[src/rtl/crc8_frame_streamer.sv]
// crc8_frame_streamer
// Feeds the CRC8 checker. It takes frames as 32-bit words over a valid/ready
// handshake and sends them out one byte per cycle, most significant byte
// first, with a last-byte marker. After each frame it waits for the checker's
// done pulse and reports ok/bad/timeout. Frames longer than MAX_FRAME_BYTES
// are truncated and their remaining words are dropped.
//
// Ports
//   clk, reset          rising-edge clock, synchronous active-high reset
//   i_in_valid/o_in_ready/i_in_data/i_in_nbytes/i_in_eop
//                       word input; i_in_nbytes is the valid byte count minus 1,
//                       and the valid bytes are the top ones
//   o_valid/o_last/o_data
//                       byte stream to the checker
//   i_crc_done/i_crc_match
//                       checker result; used only while waiting for done
//   o_frame_ok/o_frame_bad/o_timeout/o_overflow
//                       one-cycle status pulses
//   o_byte_count        bytes sent in the current or most recent frame
//   o_frame_count       frames completed, wraps at 16 bits
module crc8_frame_streamer #(
  parameter int MAX_FRAME_BYTES = 64,
  parameter int DONE_TIMEOUT    = 16
) (
  input  logic        clk,
  input  logic        reset,
  input  logic        i_in_valid,
  output logic        o_in_ready,
  input  logic [31:0] i_in_data,
  input  logic [1:0]  i_in_nbytes,
  input  logic        i_in_eop,
  output logic        o_valid,
  output logic        o_last,
  output logic [7:0]  o_data,
  input  logic        i_crc_done,
  input  logic        i_crc_match,
  output logic        o_frame_ok,
  output logic        o_frame_bad,
  output logic        o_timeout,
  output logic        o_overflow,
  output logic [7:0]  o_byte_count,
  output logic [15:0] o_frame_count
);

  localparam logic [7:0] MAX_COUNT  = 8'(MAX_FRAME_BYTES);
  localparam logic [7:0] TIMER_LAST = 8'(DONE_TIMEOUT - 1);

  typedef enum logic [2:0] {
    ST_IDLE,
    ST_SHIFT,
    ST_STALL,
    ST_WAIT,
    ST_DISCARD
  } state_t;

  state_t      state_reg, state_next;

  logic [31:0] word_reg;        // unsent bytes of the current word, top-aligned
  logic [1:0]  remaining_reg;   // bytes left in the word after the one on o_data
  logic        eop_reg;
  logic        discard_reg;
  logic [7:0]  timer_reg;
  logic        valid_reg, last_reg, ok_reg, bad_reg, timeout_reg, overflow_reg;
  logic [7:0]  data_reg;
  logic [7:0]  byte_count_reg;
  logic [15:0] frame_count_reg;

  logic        in_ready, in_hs;
  logic        word_end;
  logic        load_new, emit_next, emit;
  logic [7:0]  src_byte;
  logic        src_word_end, src_eop;
  logic [7:0]  count_next;
  logic        hit_max, last_next, overflow_next;
  logic        wait_done, wait_expire;
  logic [31:0] word_shifted;

  // Word register shifted up by one byte lane, zero filled.
  for (genvar gi = 0; gi < 4; gi++) begin : g_shift
    if (gi == 0) begin : g_fill
      assign word_shifted[7:0] = 8'h00;
    end else begin : g_move
      assign word_shifted[8*gi +: 8] = word_reg[8*(gi-1) +: 8];
    end
  end

  assign word_end = (remaining_reg == 2'd0);
  assign in_hs    = i_in_valid && in_ready;

  // State register and datapath registers
  always_ff @(posedge clk) begin
    if (reset) begin
      state_reg       <= ST_IDLE;
      word_reg        <= 32'h0;
      remaining_reg   <= 2'd0;
      eop_reg         <= 1'b0;
      discard_reg     <= 1'b0;
      timer_reg       <= 8'd0;
      valid_reg       <= 1'b0;
      last_reg        <= 1'b0;
      data_reg        <= 8'h00;
      ok_reg          <= 1'b0;
      bad_reg         <= 1'b0;
      timeout_reg     <= 1'b0;
      overflow_reg    <= 1'b0;
      byte_count_reg  <= 8'd0;
      frame_count_reg <= 16'd0;
    end else begin
      state_reg    <= state_next;
      valid_reg    <= emit;
      last_reg     <= last_next;
      overflow_reg <= overflow_next;
      ok_reg       <= wait_done && i_crc_match;
      bad_reg      <= wait_done && !i_crc_match;
      timeout_reg  <= wait_expire;
      timer_reg    <= (state_reg == ST_WAIT) ? timer_reg + 8'd1 : 8'd0;
      if (emit) begin
        data_reg       <= src_byte;
        byte_count_reg <= count_next;
      end
      if (load_new) begin
        word_reg      <= {i_in_data[23:0], 8'h00};
        remaining_reg <= i_in_nbytes;
        eop_reg       <= i_in_eop;
      end else if (emit_next) begin
        word_reg      <= word_shifted;
        remaining_reg <= remaining_reg - 2'd1;
      end
      // Drop the rest of the frame only when words are still to come; a
      // truncation inside the eop word has nothing left upstream to discard.
      if (overflow_next && !src_eop) begin
        discard_reg <= 1'b1;
      end else if (state_reg == ST_DISCARD && in_hs && i_in_eop) begin
        discard_reg <= 1'b0;
      end
      if (wait_done || wait_expire) begin
        frame_count_reg <= frame_count_reg + 16'd1;
      end
    end
  end

  // Next-state logic
  always_comb begin
    state_next = state_reg;
    case (state_reg)
      ST_IDLE:    if (in_hs) state_next = ST_SHIFT;
      ST_SHIFT: begin
        if (last_reg)      state_next = ST_WAIT;
        else if (word_end) state_next = in_hs ? ST_SHIFT : ST_STALL;
      end
      ST_STALL:   if (in_hs) state_next = ST_SHIFT;
      ST_WAIT: begin
        if (i_crc_done || timer_reg == TIMER_LAST)
          state_next = discard_reg ? ST_DISCARD : ST_IDLE;
      end
      ST_DISCARD: if (in_hs && i_in_eop) state_next = ST_IDLE;
      default:    state_next = ST_IDLE;
    endcase
  end

  // Output / datapath decode
  always_comb begin
    in_ready = 1'b0;
    case (state_reg)
      ST_IDLE, ST_STALL, ST_DISCARD: in_ready = 1'b1;
      // Chain the next word only off the final byte of a non-eop word that
      // did not just hit the length cap.
      ST_SHIFT: in_ready = word_end && !eop_reg && (byte_count_reg != MAX_COUNT);
      default:  in_ready = 1'b0;
    endcase
    if (reset) in_ready = 1'b0;

    load_new  = in_hs && (state_reg == ST_IDLE || state_reg == ST_SHIFT ||
                          state_reg == ST_STALL);
    emit_next = (state_reg == ST_SHIFT) && !last_reg && !word_end;
    emit      = load_new || emit_next;

    if (load_new) begin
      src_byte     = i_in_data[31:24];
      src_word_end = (i_in_nbytes == 2'd0);
      src_eop      = i_in_eop;
    end else begin
      src_byte     = word_reg[31:24];
      src_word_end = (remaining_reg == 2'd1);
      src_eop      = eop_reg;
    end

    // Count includes the byte being placed on o_data; a new frame restarts at 1.
    count_next    = (state_reg == ST_IDLE) ? 8'd1 : byte_count_reg + 8'd1;
    hit_max       = (count_next == MAX_COUNT);
    last_next     = emit && ((src_word_end && src_eop) || hit_max);
    overflow_next = emit && hit_max && !(src_word_end && src_eop);

    // A done coinciding with the final timer cycle wins over the timeout.
    wait_done   = (state_reg == ST_WAIT) && i_crc_done;
    wait_expire = (state_reg == ST_WAIT) && !i_crc_done && (timer_reg == TIMER_LAST);
  end

  assign o_in_ready    = in_ready;
  assign o_valid       = valid_reg;
  assign o_last        = last_reg;
  assign o_data        = data_reg;
  assign o_frame_ok    = ok_reg;
  assign o_frame_bad   = bad_reg;
  assign o_timeout     = timeout_reg;
  assign o_overflow    = overflow_reg;
  assign o_byte_count  = byte_count_reg;
  assign o_frame_count = frame_count_reg;

endmodule
[config.mk]
export PLATFORM = sky130hd
export DESIGN_NAME = crc8_frame_streamer
export DESIGN_NICKNAME = d
export VERILOG_FILES = /design/src/rtl/crc8_frame_streamer.sv
export SDC_FILE = /design/constraint.sdc
export NUM_CORES = 1
export LEC_CHECK = 0
export BUFFER_PORTS_ARGS = -buffer_cell sky130_fd_sc_hd__buf_2
export CORE_UTILIZATION = 54
export DETAILED_ROUTE_END_ITERATION = 12
export PLACE_DENSITY = 0.79
export SLEW_MARGIN = 20
export SYNTH_ARGS = -nofsm -noshare
export SYNTH_HDL_FRONTEND = slang
export SYNTH_SLANG_ARGS = --single-unit
[constraint.sdc]
create_clock -name clk -period 2.3 [get_ports clk]
set_clock_uncertainty 0.1 [all_clocks]
set_input_delay 0.115 -clock clk [delete_from_list [all_inputs] [get_ports clk]]
set_output_delay 0.115 -clock clk [all_outputs]
set_load 0.02 [all_outputs]
==> results.cfg, run 1 <==
[timing]
report.final.setup_viol = 0
finalHoldViolations = 0
fin_tns_setup_ps = 0
period_share = 0.957
drv_slew = 0
period_minus_slack_ps = 2200
fmax_mhz = 454
tightest_slew_ps = 600
slew_headroom = 0.597
hold_ws_ps = 16.5

[global_route]
grt_usage = 0.262
antenna_found_initial = 0
grt_max_degree = 58
grt_pass1_wl_um = 14900
grt_pass1_vias = 3279
grt_remaining_overflow = 0

[placed_design]
gp_congestion = 0.823
io_buffers = 78
dp_hpwl_um = 5620

[logic_synthesis]
yosys.area.top_type = dfxtp_1
synthesis.area_um2 = 3590
avgSynthCellArea_um2 = 8.03
ys_ff_latch = 77
synthCells = 447
synth_warnings = 0
synth-main-ff-cell = dfxtp_1
syn_nets = 493
synth_edf_count = 0
yosys-top-cells-count = dfxtp_1, nand2_1, nor2_1
synth_area_leaders = dfxtp_1, nand2_1, nor2_1
synth_cell_types = 51
synth_top_area_frac = 0.429
synth-seq-area-share = 0.429
synthArstFlopShare = 0
synth.most_common_cell = dfxtp_1

[setup_path]
cp_common_cell = nor2_1
crit_type = register to output pin
max_stage_delay_ps = 420
crit_fanout = 4
start_kind = register
cp_slowest_cell = a2111oi_1
cp_cell_sequence = inv_1 > ha_1 > and4bb_2 > a2111oi_1 > nor2_1 > nor2_1 > buf_2
regToRegSetupSlack_ps = 120
r2r-start = state_reg[1]$_SDFFE_PP0P_
endpoint_kind = output pin
worst-endpoint-arrival_ps = 1990
required_ps = 2090
worstSetupStartpoint = o_byte_count[0]$_SDFFE_PP0P_

[cts]
cts.sinks = 77
cts_tree = done
insertion_delay_ps = 350
cts_setup_buffers = 0
path_clk_slew_ps = 80
clock_path_buffers = 2
cts_root_buf = clkbuf_8
cts_made_buffers = 9
htreeDepth = 3

[cells_and_area]
drive_above_1_share = 0.229
syn_to_final_growth_pct = 30.5
nNetsFinal = 606
largest_register_ffs = 24

[drt]
wire_per_inst_um = 14.2
drt_wl_total_um = 9110
dr.first_iter.drc_count = 216
drt_pre_antenna_iters = 5
ant_nets = 0
drc = 0
via_count = 3610
viasPerCell = 5.62

[pwr]
vdd_drop_max_uv = 522
powerDensity_nw_per_um2 = 656
p_leak_nw = 1.88

[die]
rows = 29
core_area_um2 = 6390
die_h_um = 83.5
die-area_um2 = 6980
start_util = 0.562
die_w_um = 83.5
num_io_pins = 79

[hold_path]
min_from = i_in_data[13]
hp-class = primary input to register

[status]
outcome = complete, no violations

[run]
maxCapViolCount = 0
[worst max-delay path, delay by kind of cell (launching register included)]
kind / cells / cell delay (ps)
buffers and inverters: 2 / 240
AOI/OAI and AO/OA: 1 / 420
and+or+nand+nor: 3 / 460
DFF: 1 / 330
adders and majority gates: 1 / 190
[layer usage]
layer | vias to the layer above | part of all wire | GRT usage
met5 | - | 0 | 0
met4 | 0 | 0.019 | 0.102
met3 | 19 | 0.039 | 0.0406
met2 | 112 | 0.50 | 0.452
met1 | 1680 | 0.45 | 0.330
li1 | 1799 | - | -
[repair_timing]
item,4_1_cts,5_1_grt
hold buffers,35,1
gates resized for setup,0,4
endpoints found under the setup margin,0,9
hold endpoints to repair,35,1
[power breakdown]
group	switching [mW]	internal [mW]	leakage (nW)
clock network	0.504	0.495	0.0915
logic	0.342	0.252	1.16
registers	0.0524	1.43	0.627
total	0.898	2.17	1.88
[worst paths after layout]
path | endpoint | depth (start not counted)
max | o_in_ready | 7
min | word_reg[21]$_SDFFE_PP0P_ | 3
max reg2reg | o_overflow$_SDFF_PP0_ | 6
min reg2reg | timer_reg[0]$_SDFF_PP0_ | 1
[through the flow]
step / cells / area, um2 / worst slack (ps) / total power [mW] / utilization
global route: 641 / 4680 / -3.22 / 3.20 / 0.733
global placement: 590 / 4110 / 220 / 2.01 / 0.644
CTS: 640 / 4650 / 86.4 / 3.05 / 0.728
finish: 642 / 4680 / 98.1 / 3.07 / 0.733
detailed placement: 590 / 4110 / 116 / 2.03 / 0.644
floorplan: 447 / 3590 / 89.4 / 1.85 / -
[cells in the final DEF (no fill, tap or decap), types with 13 or more instances in the layout]
cell type / count
a21oi_1: 25
a311oi_1: 23
buf_2: 78
buf_4: 19
dfxtp_1: 77
dlygate4sd3_1: 36
nand2_1: 73
nand3_1: 18
nor2_1: 62
o21ai_0: 14
xnor2_1: 13
[cells by family (layout without fill, tap and decap cells)]
| family | count (synthesis) | in the layout | synth area share |
|---|---|---|---|
| buffers and inverters | 39 | 156 | 0.0457 |
| AND/OR/NAND/NOR | 223 | 223 | 0.299 |
| AO/OA/AOI/OAI | 83 | 83 | 0.158 |
| adder cells (fa/ha/maj) | 6 | 6 | 0.0209 |
| multiplexers | 2 | 2 | 0.00627 |
| XOR/XNOR | 17 | 17 | 0.0415 |
| other | 0 | 1 | 0 |
| flip-flops | 77 | 77 | 0.429 |
[final cells by class]
class | count | area (um2)
timing repair buffer | 134 | 913
tap | 77 | 96.3
clock inverter | 6 | 63.8
multi-input combinational | 331 | 1920
clock buffer | 9 | 124
fill | 475 | 1700
antenna | 1 | 2.50
inverter | 7 | 26.3
sequential | 77 | 1540
(Power assumes the default switching activity.)
==> inputs of run 2 (changes only) <==
Clock period 2.3 ns to 2.45 ns, I/O delays scaled along.
==> results.cfg, run 2 (synthesis results as in run 1) <==
[cells_and_area]
fillers = 479
final_cell_mix = buf_2, dfxtp_1, nand2_1
largest_register_ffs = 24
drive_above_1_share = 0.219
final_common_cell = buf_2
nNetsFinal = 600
antennaDiodeCount = 0
fin_util = 0.732
syn_to_final_growth_pct = 30.3

[die]
die_w_um = 83.5
start_util = 0.562
num_io_pins = 79
die_h_um = 83.5
rows = 29
die-area_um2 = 6980
core_area_um2 = 6390

[cts]
cts_setup_buffers = 0
cts_tree = done
htreeDepth = 3
clock_path_buffers = 2
cts_made_buffers = 9
insertion_delay_ps = 350
cts_root_buf = clkbuf_8
path_clk_slew_ps = 70
cts.sinks = 77

[timing]
hold_ws_ps = 48.7
finalHoldViolations = 0
drv_slew = 0
fmax_mhz = 433
fin_tns_setup_ps = 0
period_share = 0.943
tightest_slew_ps = 933
rsz0062_at_grt = false
period_minus_slack_ps = 2310
report.final.setup_viol = 0
slew_headroom = 0.378

[global_route]
grt_max_degree = 58
antenna_found_initial = 0
grt_usage = 0.258
grt_pass1_wl_um = 14800
grt_pass1_vias = 3328
grt_remaining_overflow = 0

[drt]
wire_per_inst_um = 14.2
drc = 0
via_count = 3600
wl_met2_um = 4440
viasPerCell = 5.67
wl_met1_um = 3840
maxUsedRoutingLayer = met4
ant_nets = 0
met3_length_um = 456
dr.first_iter.drc_count = 203
drt_wl_total_um = 9020
drt_pre_antenna_iters = 6

[placed_design]
gp_congestion = 0.872
dp_hpwl_um = 5540
io_buffers = 78

[run]
maxCapViolCount = 0

[pwr]
vdd_drop_max_uv = 542
powerDensity_nw_per_um2 = 662
p_leak_nw = 1.87
p_total_mw = 3.10

[setup_path]
cp_common_cell = nor2_1
worst-endpoint-arrival_ps = 2090
cp_slowest_cell = a2111oi_0
crit_fanout = 4
required_ps = 2230
endpoint_kind = output pin
start_kind = register
max_stage_delay_ps = 470
crit_type = register to output pin
cp_cell_sequence = inv_1 > ha_1 > and4bb_2 > a2111oi_0 > nor2_1 > nor2_1 > buf_2

[status]
outcome = complete, no violations

[hold_path]
hp-class = primary input to register
-- run 2: cell count changes in the layout (fill, tap and decap cells not counted), sizes merged --
cell,previous run,this run
clkbuf,9,10
dlygate4sd3,36,37
buf,98,91
diode,1,0
clkinv,2,1
bufinv,1,3
clkinvlp,2,0
-- run 2: metal layers --
metal  vias up  GRT usage
li1       1786          -
met1      1649      0.315
met4         0      0.129
met5         -          0
met2       138      0.436
met3        27     0.0495
-- run 2: final cells by class --
type / count / area, um2 / area share
Clock inverter: 5 / 108 / 0.0230
Tap cell: 77 / 96.3 / 0.0206
Multi-Input combinational cell: 331 / 1900 / 0.407
Timing Repair Buffer: 128 / 862 / 0.184
Sequential cell: 77 / 1540 / 0.330
Inverter: 7 / 26.3 / 0.00562
Clock buffer: 10 / 138 / 0.0294
-- run 2: critical path: cells and delay by family (launching register included) --
kind / cells / cell delay, ps
adder cells (fa/ha/maj): 1 / 200
AND/OR/NAND/NOR: 3 / 450
flip-flops: 1 / 370
AO/OA/AOI/OAI: 1 / 470
buffers and inverters: 2 / 260
-- run 2: stage by stage --
| step | setup WS (ps) | instance area (um2) | cells |
|---|---|---|---|
| 4_1_cts | 94.3 | 4650 | 634 |
| 3_3_place_gp | 236 | 4050 | 583 |
| 2_1_floorplan | 239 | 3590 | 447 |
| 6_report | 139 | 4680 | 635 |
| 5_1_grt | 36.0 | 4680 | 635 |
| 3_5_place_dp | 189 | 4050 | 583 |
-- run 2: what timing repair did --
| action | 4_1_cts | 5_1_grt |
|---|---|---|
| gates resized for setup | 0 | 3 |
| endpoints found under the hold margin | 36 | 1 |
| endpoints found under the setup margin | 0 | 2 |
| hold buffers | 36 | 1 |
-- run 2: power breakdown --
group	internal (mW)	total, mW	switching, mW
Sequential	1.34	1.40	0.0625
Clock	0.705	1.18	0.475
Combinational	0.215	0.515	0.300
-- run 2: worst paths after layout --
path / from / to / slack [ps] / cells after the start
max: o_byte_count[0]$_SDFFE_PP0P_ / o_in_ready / 140 / 7
min reg2reg: timer_reg[0]$_SDFF_PP0_ / timer_reg[0]$_SDFF_PP0_ / 360 / 1
max reg2reg: state_reg[2]$_SDFFE_PP0P_ / o_byte_count[3]$_SDFFE_PP0P_ / 160 / 5
min: i_in_valid / state_reg[2]$_SDFFE_PP0P_ / 50 / 3
